--- config.mk ---
export PLATFORM = sky130hd
export DESIGN_NAME = adder_arbiter
export DESIGN_NICKNAME = d
export VERILOG_FILES = /design/src/rtl/adder_arbiter.sv
export SDC_FILE = /design/constraint.sdc
export NUM_CORES = 1
export LEC_CHECK = 0
export CAP_MARGIN = 20
export CORE_MARGIN = 2
export CORE_UTILIZATION = 30
export DETAILED_ROUTE_END_ITERATION = 6
export GPL_TIMING_DRIVEN = 0
export PLACE_DENSITY_LB_ADDON = 0.12
export SLEW_MARGIN = 25
export SYNTH_ARGS = -nofsm -noshare
export SYNTH_HDL_FRONTEND = slang
export SYNTH_SLANG_ARGS = --single-unit
--- constraint.sdc ---
create_clock -name clk -period 7 [get_ports clk]
set_input_delay 2.1 -clock clk [delete_from_list [all_inputs] [get_ports clk]]
set_output_delay 2.1 -clock clk [all_outputs]
set_load 0.005 [all_outputs]
--- src/rtl/adder_arbiter.sv ---
// Round-robin arbiter sharing one width-bit adder among NREQ requesters; define ADDER_ARB_OVF_EN to add res_ovf.
// Latency: a grant on edge N is visible as res_valid after edge N (one registered stage).
// Backpressure: no grant while the output holds an unaccepted result; drain and refill share an edge.
module adder_arbiter #(
    parameter int width = 32,
    parameter int NREQ  = 4
) (
    input  logic                    clk,
    input  logic                    reset,
    input  logic [NREQ-1:0]         req_valid,
    input  logic [NREQ*width-1:0]   req_a,
    input  logic [NREQ*width-1:0]   req_b,
    output logic [NREQ-1:0]         req_ready,
    output logic                    res_valid,
    input  logic                    res_ready,
    output logic [width-1:0]        res_sum,
    output logic [2:0]              res_id
`ifdef ADDER_ARB_OVF_EN
    ,
    output logic                    res_ovf
`endif
);

    logic [2:0]       ptr_q, ptr_d;
    logic             res_valid_q, res_valid_d;
    logic [width-1:0] res_sum_q, res_sum_d;
    logic [2:0]       res_id_q, res_id_d;
    logic             res_ovf_d;

    logic             can_accept;
    logic             gnt_vld;
    logic [2:0]       gnt_id;
    logic [2:0]       gnt_ptr;
    logic [NREQ-1:0]  gnt_vec;
    logic [width-1:0] a_sel, b_sel, sum_sel;

    always_comb begin
        can_accept = !res_valid_q || res_ready;
        gnt_vld    = 1'b0;
        gnt_id     = 3'd0;
        gnt_ptr    = 3'd0;
        gnt_vec    = '0;
        a_sel      = '0;
        b_sel      = '0;
        // Two passes give the circular search ptr..NREQ-1 then 0..ptr-1 with constant indices.
        for (int i = 0; i < NREQ; i++) begin
            if (!gnt_vld && i >= int'(ptr_q) && req_valid[i]) begin
                gnt_vld    = 1'b1;
                gnt_id     = 3'(i);
                gnt_ptr    = (i == NREQ - 1) ? 3'd0 : 3'(i + 1);
                gnt_vec[i] = 1'b1;
                a_sel      = req_a[i*width +: width];
                b_sel      = req_b[i*width +: width];
            end
        end
        for (int i = 0; i < NREQ; i++) begin
            if (!gnt_vld && i < int'(ptr_q) && req_valid[i]) begin
                gnt_vld    = 1'b1;
                gnt_id     = 3'(i);
                gnt_ptr    = 3'(i + 1);
                gnt_vec[i] = 1'b1;
                a_sel      = req_a[i*width +: width];
                b_sel      = req_b[i*width +: width];
            end
        end
        if (!can_accept || reset) begin
            gnt_vld = 1'b0;
            gnt_vec = '0;
        end
        sum_sel   = a_sel + b_sel;
        res_ovf_d = (a_sel[width-1] == b_sel[width-1]) && (sum_sel[width-1] != a_sel[width-1]);
    end

    always_comb begin
        ptr_d       = ptr_q;
        res_valid_d = res_valid_q;
        res_sum_d   = res_sum_q;
        res_id_d    = res_id_q;
        if (gnt_vld) begin
            ptr_d       = gnt_ptr;
            res_valid_d = 1'b1;
            res_sum_d   = sum_sel;
            res_id_d    = gnt_id;
        end else if (res_ready) begin
            res_valid_d = 1'b0;
        end
    end

    always_ff @(posedge clk) begin
        if (reset) begin
            ptr_q       <= 3'd0;
            res_valid_q <= 1'b0;
            res_sum_q   <= '0;
            res_id_q    <= 3'd0;
        end else begin
            ptr_q       <= ptr_d;
            res_valid_q <= res_valid_d;
            res_sum_q   <= res_sum_d;
            res_id_q    <= res_id_d;
        end
    end

`ifdef ADDER_ARB_OVF_EN
    logic res_ovf_q;

    always_ff @(posedge clk) begin
        if (reset) begin
            res_ovf_q <= 1'b0;
        end else if (gnt_vld) begin
            res_ovf_q <= res_ovf_d;
        end
    end

    assign res_ovf = res_ovf_q;
`else
    logic unused_ovf;
    assign unused_ovf = res_ovf_d;
`endif

    assign req_ready = gnt_vec;
    assign res_valid = res_valid_q;
    assign res_sum   = res_sum_q;
    assign res_id    = res_id_q;

endmodule

* Yosys cells after proc, flatten, opt, wreduce, memory -nomap -nowiden *
Index checks and enable logic that the tools add are counted.

word-level totals
  input bits = 263
  flip-flop bits (word level) = 39

cells by class
  mux-type cells = 50
  add/sub/neg operators = 1
  reduce and logical (&&, ||, !) cells = 27
  $lt $le $gt $ge = 8

operators by type and width
  kind                number
  $mux 32             16
  $mux 3              13
  $add 32x32->32      1
  $mux 1              20
  $logic_and 1x1->1   15
  $logic_not 1->1     9
  $ge 1x3->1 const A  2
  $ge 2x3->1 const A  2
  $lt 1x3->1 const A  2
  $lt 2x3->1 const A  2
  $mux 4              1
  $logic_or 1x1->1    2
  $reduce_bool 2->1   1

* Longest topological paths before layout *
Gate-level depths: netlist (run 1).

  depth in word-level cells = 33
  depth in mapped cells = 20
  mapped depth without buffers = 17

* Worst setup path before layout (run 1) *
OpenSTA, ideal clock, no wires.

  kind = input to register
  start point = input port req_valid[1]
  end point = register res_sum_q[30] (netlist: res_sum[30])
  stages = 19
  slack = 1.324 ns
  required time = 6.871 ns
  arrival time = 5.547 ns
  cell sequence = buf_2 -> inv_1 -> or4_1 -> clkbuf_1 -> buf_2 -> nor2_1 -> a31oi_1 -> a21oi_1 -> a21oi_1 -> ha_1 -> fa_1 -> a21oi_1 -> o22ai_1 -> o2111ai_1 -> nand3_1 -> a221o_1 -> a31oi_1 -> xor2_1 -> o21ai_0

between the ends
  word-level cells in the longest chain between the ends = 27
  elaborated cells between the ends (all ways) = 42
  classes of those cells = add/sub: 1; mux: 22; reduce/logical: 19

ends and longest elaborated chain
  element                                          RTL line  text
  from (decl)                                      10        input logic [NREQ-1:0] req_valid,
  $logic_and 1x1->1                                47        if (!gnt_vld && i >= int'(ptr_q) && req_valid[i]) begin
  $mux 1                                           47
  $logic_not 1->1                                  47
  $logic_and 1x1->1 (2 in series)                  47
  $mux 1                                           47
  $logic_not 1->1                                  47
  $logic_and 1x1->1 (2 in series)                  47
  $mux 1                                           47
  [7 not listed]                                   -
  $mux 1                                           57        if (!gnt_vld && i < int'(ptr_q) && req_valid[i]) begin
  $logic_not 1->1                                  57
  $logic_and 1x1->1 (2 in series)                  57
  $mux 1                                           57
  $logic_not 1->1                                  57
  $logic_and 1x1->1 (2 in series)                  57
  $mux 32 / $mux 1 (equally long branches)         57
  $add 32x32->32 / $mux 1 (equally long branches)  70, 66
  to (signal assigned)                             98        res_sum_q <= res_sum_d;
  to (decl)                                        26        logic [width-1:0] res_sum_q, res_sum_d;

Parallel ways exist; a longest one is shown, timed or not.
A chain may end at the register's enable or synchronous reset.

* Worst setup path in the final report (run 1) *
  start point = input port req_valid[3]
  end point = output port req_ready[2]

between the ends
  word-level cells in the longest chain between the ends = 15

ends and longest elaborated chain
  element                            RTL line  text
  $logic_and 1x1->1 *                47
  $mux 1 *                           47
  $logic_not 1->1                    57
  $logic_and 1x1->1 (2 in series)    57
  $mux 1 *                           57
  $logic_not 1->1                    57
  $logic_and 1x1->1 (2 in series)    57
  $mux 1 *                           57
  $logic_not 1->1 *                  57
  $logic_and 1x1->1 * (2 in series)  57
  $mux 1 *                           57
  $mux 4 *                           66        if (!can_accept || reset) begin
  to (decl)                          13        output logic [NREQ-1:0] req_ready,

Mark *: on every way between the ends. The rest lies on a longest branch, timed or not.

==> run_results.csv, run 1 <==
group,metric,value,unit
global_route,antenna_found_initial,1,
critical_path,cp-start-kind,"primary input",
layout,drive_above_1_share,0.0441,
synthesis,synth_cell_types,61,
synthesis,yosys_most_used_dff,"dfxtp_1",
layout,fin_nets,1404,
critical_path,path_class,"primary input to primary output",
clock_network,clkSinkCount,38,
placement,placed_area,0.00865,mm2
global_route,grt_max_degree,20,
power_and_ir_drop,power.total,1.88,mW
synthesis,synth_most_common_cell,"a21oi_1",
sta,hold_viol,0,
clock_network,clk_pin_slew,0.06,ns
sta,drv_slew,0,
layout,syn_to_final_growth,65.7,%
layout,multiInputGateArea,0.00428,mm2
floorplan,die_area,0.0190,mm2
drt,drc,23,
synthesis,synth.top_cell.area_share,0.142,
drt,drtIter0Drc,983,
sta,worst_pin_slew,0.793,ns
sta,rsz0062_at_grt,"true",
synthesis,syn_area,0.00537,mm2
synthesis,avgSynthCellArea,6.69,um2
synthesis,synth_area_leaders,"dfxtp_1 (14%), a222oi_1 (12%), a21oi_1 (10%), ha_1 (7.2%), nor2_1 (7.2%)",
synthesis,synth_common_cells,"a21oi_1 (107), nor2_1 (103), nand2_1 (79)",
floorplan,chipWidth,138,um
layout,nFillCells,1791,
layout,fin_area,0.00889,mm2
synthesis,synthDominantAreaCellType,"dfxtp_1",
sta,maxSlewHeadroom,0.472,
critical_path,cp.arrival,4.64,ns
critical_path,cp-end-kind,"primary output",
floorplan,core,0.0174,mm2
sta,period_minus_slack,6.74,ns
clock_network,cts_tree,"done",
drt,ant_nets,0,
floorplan,placementRows,48,
placement,numPortBuffers,300,
global_route,grt.overflow.total,0,
power_and_ir_drop,p_leak,3.45,nW
sta,worst_slack,0.256,ns
power_and_ir_drop,vdd_drop_max,0.102,mV
flow_run,cap_viol_max_count,0,
synthesis,synth_nets,1098,
synthesis,ys_ff_latch,38,
outcome,violations,"DRC",
drt,vias,7948,
floorplan,initial_utilization,0.308,
clock_network,h-tree-depth,2,
synthesis,ys_async_sr_fraction,0,
floorplan,ios,303,
placement,place.gp.congestion,0.927,
critical_path,required,4.90,ns
synthesis,seq_area_frac_synth,0.142,
clock_network,cts_hold_buf,0,
placement,dp_hpwl,23100,um
drt,firstDrtPassIters,7,
sta,setup_viol,0,
clock_network,clock_latency,0.29,ns
sta,hold_ws,0.449,ns
clock_network,clockBufferDepth,2,
synthesis,ys_warn_count,0,
layout,regArea,761,um2
clock_network,cts-root-buf,"clkbuf_16",
clock_network,cts_buffers,5,
global_route,grtUsageTotal,0.290,
min_path,min_path_type,"register to register",
outcome,status,"complete, but fails checks",
sta,finClkSkew,0.00700,ns
synthesis,synth_edf_count,0,
global_route,grt_pass1_vias,7548,
sta,period_share,0.963,
synthesis,syn_inst,803,
drt,wl_per_cell,21.2,um
drt,drt_wl_total,28400,um
floorplan,die_h,138,um
power_and_ir_drop,p_per_area,212,mW/mm2
sta,setup_tns,0,ns
drt,vias_per_cell,5.95,
critical_path,path_max_fanout,19,
placement,preCtsSetupSlack,-0.277,ns
sta,max_freq,148,MHz
global_route,grt_pass1_wl,42100,um
final cells by class:
cell class / instances / area share
multi-input cells: 677 / 0.482
repair buffers: 300 / 0.338
flip-flops and latches: 38 / 0.0855
plain buffers: 68 / 0.0335
well taps: 225 / 0.0317
clock buffers: 5 / 0.0141
inverters: 19 / 0.00802
clock inverters: 3 / 0.00774
diodes: 1 / 0.000281
routing by layer:
metal  global-route usage  wire length (um)
met1                0.366             11700
met2                0.480             12700
met3               0.0515              2540
met4                0.130              1440
met5                    0                 0
worst max-delay path, stage by stage:
cell             delay, ns
clkdlybuf4s50_1       0.52
nand3b_1              0.26
a2111oi_4             0.49
o21bai_1              0.25
buf_4                 0.33
nor2b_1               0.17
clkdlybuf4s50_1       0.51
worst paths after layout:
kind	to	startpoint	cells after the start	slack (ns)
worst max-delay path	req_ready[2]	req_valid[3]	7	0.26
worst min-delay path	res_sum[8]	res_sum[8]	2	0.45
worst max register to register	res_sum[31]	ptr_q[2]	18	2.10
worst min register to register	res_sum[8]	res_sum[8]	2	0.45
cells in the final DEF, fill, tap and decap left out, types with 38 or more instances in the layout:
cell,count
a21oi_1,106
a222oi_1,63
clkdlybuf4s50_1,300
a31oi_1,43
nand2_1,79
a22oi_1,40
clkbuf_1,42
dfxtp_1,38
nand3_1,38
nor2_1,103
o21ai_0,39
power breakdown:
group	internal [mW]	switching, mW	total [mW]
Combinational	0.609	0.634	1.24
Clock	0.205	0.0938	0.299
Sequential	0.296	0.0460	0.342
flip-flops by register name, summed over array words and instances (netlist names):
name	flops
res_sum	32
ptr_q	3
res_id	2
res_valid	1
through the flow:
| stage | utilization | cells |
|---|---|---|
| 3_3_place_gp | 0.497 | 1328 |
| 2_1_floorplan | - | 803 |
| 3_5_place_dp | 0.497 | 1328 |
| 4_1_cts | 0.508 | 1335 |
| 5_1_grt | 0.511 | 1336 |
| 6_report | 0.511 | 1336 |
kinds of logic (layout without fill, tap and decap cells):
kind of cell             count (synthesis)  after routing  synth area share
AND/OR/NAND/NOR                        261            261             0.212
other                                    1              2          0.000698
XOR/XNOR                                27             27            0.0440
adder cells (fa/ha/maj)                 32             32            0.0760
AO/OA/AOI/OAI                          355            355             0.459
buffers and inverters                   88            395            0.0648
multiplexers                             1              1           0.00186
flip-flops                              38             38             0.142
what timing repair did:
action / in CTS / in global routing
setup buffers: 0 / 0
endpoints found under the setup margin: 2 / 11
gates resized for setup: 1 / 40
pin swaps: 0 / 1
No activity file was read; power rests on OpenSTA's default activity.
==> run 2, diff against run 1 <==
--- a/config.mk
+++ b/config.mk
@@ -6,6 +6,7 @@
 export NUM_CORES = 1
 export LEC_CHECK = 0
 export CAP_MARGIN = 20
+export CORE_ASPECT_RATIO = 1.25
 export CORE_MARGIN = 2
 export CORE_UTILIZATION = 30
 export DETAILED_ROUTE_END_ITERATION = 6
==> run_results.csv, run 2 (synthesized netlist as in run 1, its figures left out) <==
group,metric,value,unit
outcome,status,"complete, but fails checks",
placement,placed_area,0.00865,mm2
clock_network,cts_buffers,5,
flow_run,cap_viol_max_count,0,
critical_path,path_max_fanout,19,
global_route,grt_pass1_vias,7552,
placement,place.gp.congestion,0.948,
sta,hold_ws,0.458,ns
drt,firstDrtPassIters,7,
sta,worst_pin_slew,0.730,ns
sta,period_minus_slack,6.83,ns
drt,drc,10,
clock_network,clkSinkCount,38,
floorplan,ios,303,
layout,fin_area,0.00889,mm2
clock_network,h-tree-depth,2,
global_route,grt_max_degree,20,
floorplan,core,0.0175,mm2
sta,setup_viol,0,
power_and_ir_drop,p_per_area,213,mW/mm2
clock_network,clk_pin_slew,0.06,ns
critical_path,cp-start-kind,"primary input",
sta,period_share,0.976,
layout,layout_common_cells,"clkdlybuf4s50_1 (300), a21oi_1 (106), nor2_1 (103)",
drt,ant_nets,0,
placement,dp_cells,1327,
layout,stdcell_count,1334,
drt,vias_per_cell,5.94,
sta,drv_slew,0,
layout,post-route-util,0.508,
clock_network,clockBufferDepth,2,
sta,maxSlewHeadroom,0.513,
floorplan,chipWidth,124,um
floorplan,die_area,0.0190,mm2
critical_path,critical-path-top-delay-family,"buffers and inverters",
power_and_ir_drop,switching_share,0.410,
critical_path,slowest_stage,"clkdlybuf4s50_1",
power_and_ir_drop,power.total,1.90,mW
clock_network,cts-root-buf,"clkbuf_16",
clock_network,cts_tree,"done",
floorplan,die_h,154,um
layout,drive_above_1_share,0.0432,
power_and_ir_drop,combPwrFrac,0.656,
critical_path,path_common_cell,"clkdlybuf4s50_1",
placement,dp_hpwl,24100,um
sta,max_freq,146,MHz
critical_path,path_buf_inv,3,
sta,hold_viol,0,
clock_network,cts_hold_buf,0,
power_and_ir_drop,seqPwrFrac,0.182,
global_route,grtUsageTotal,0.295,
sta,rsz0062_at_grt,"false",
drt,vias,7928,
global_route,grt_pass1_wl,43200,um
clock_network,clock_latency,0.29,ns
critical_path,required,4.90,ns
critical_path,path_class,"primary input to primary output",
layout,fin_nets,1404,
min_path,min_path_type,"register to register",
power_and_ir_drop,vdd_drop_max,0.246,mV
floorplan,initial_utilization,0.307,
critical_path,cp.arrival,4.73,ns
layout,largest_register_ffs,32,
drt,wl_per_cell,22.2,um
power_and_ir_drop,power.switching,0.777,mW
global_route,antenna_found_initial,1,
placement,numPortBuffers,300,
outcome,violations,"DRC",
sta,finClkSkew,0.00681,ns
power_and_ir_drop,clkPwrFrac,0.162,
global_route,grt.overflow.total,0,
critical_path,critPathMaxStageDelay,0.55,ns
power_and_ir_drop,intPower,1.12,mW
critical_path,path_cells,"clkdlybuf4s50_1, nand3b_1, a2111oi_4, o21bai_1, buf_4, nor2b_1, clkdlybuf4s50_1",
critical_path,cp-end-kind,"primary output",
floorplan,placementRows,54,
layout,final_common_cell,"clkdlybuf4s50_1",
layout,syn_to_final_growth,65.6,%
power_and_ir_drop,p_leak,3.46,nW
drt,drt_wl_total,29700,um
layout,insertedDiodeCount,0,
drt,drtIter0Drc,1074,
==> run 2: final timing paths <==
check | startpoint | endpoint | slack (ns) | cells after the start
worst min-delay path | res_sum[1] | res_sum[1] | 0.46 | 2
worst min register to register | res_sum[1] | res_sum[1] | 0.46 | 2
worst max-delay path | req_valid[3] | req_ready[2] | 0.17 | 7
worst max register to register | ptr_q[2] | res_sum[26] | 2.08 | 18
==> run 2: metrics by stage <==
stage | TNS, ns | worst slack (ns)
4_1_cts | 0 | 0.0547
5_1_grt | 0 | 0.0226
6_report | 0 | 0.165
2_1_floorplan | 0 | 1.32
3_5_place_dp | -1.84 | -0.311
3_3_place_gp | -2.04 | -0.359
==> run 2: repair_timing <==
item                       4_1_cts  5_1_grt
setup endpoints to repair        2       11
cloned                           0        0
setup buffers                    0        0
resized for setup                1       41
pin swaps                        0        2
==> run 2: layer usage <==
layer	routed length, um	global-route usage
met1	11600	0.359
met2	14400	0.510
met3	2660	0.0560
met4	1020	0.101
met5	13	0
==> run 2: cell type report <==
| type | count | area (um2) |
|---|---|---|
| Buffer | 68 | 300 |
| Clock buffer | 6 | 139 |
| Clock inverter | 2 | 60.1 |
| Fill cell | 1805 | 8610 |
| Inverter | 19 | 71.3 |
| Multi-Input combinational cell | 677 | 4280 |
| Sequential cell | 38 | 761 |
| Tap cell | 224 | 280 |
| Timing Repair Buffer | 300 | 3000 |
==> run 2: power groups by stage <==
stage / clock network [mW] / logic [mW] / registers [mW]
2_1_floorplan: 0 / 0.662 / 0.344
6_report: 0.308 / 1.24 / 0.345
3_3_place_gp: 0 / 1.21 / 0.349
5_1_grt: 0.320 / 1.35 / 0.355
4_1_cts: 0.312 / 1.23 / 0.345
3_5_place_dp: 0 / 1.22 / 0.346
==> run 2: worst min-delay path, stage by stage, from the launching register on <==
cell	delay [ns]
dfxtp_1	0.31
nand2_1	0.05
a21oi_1	0.05
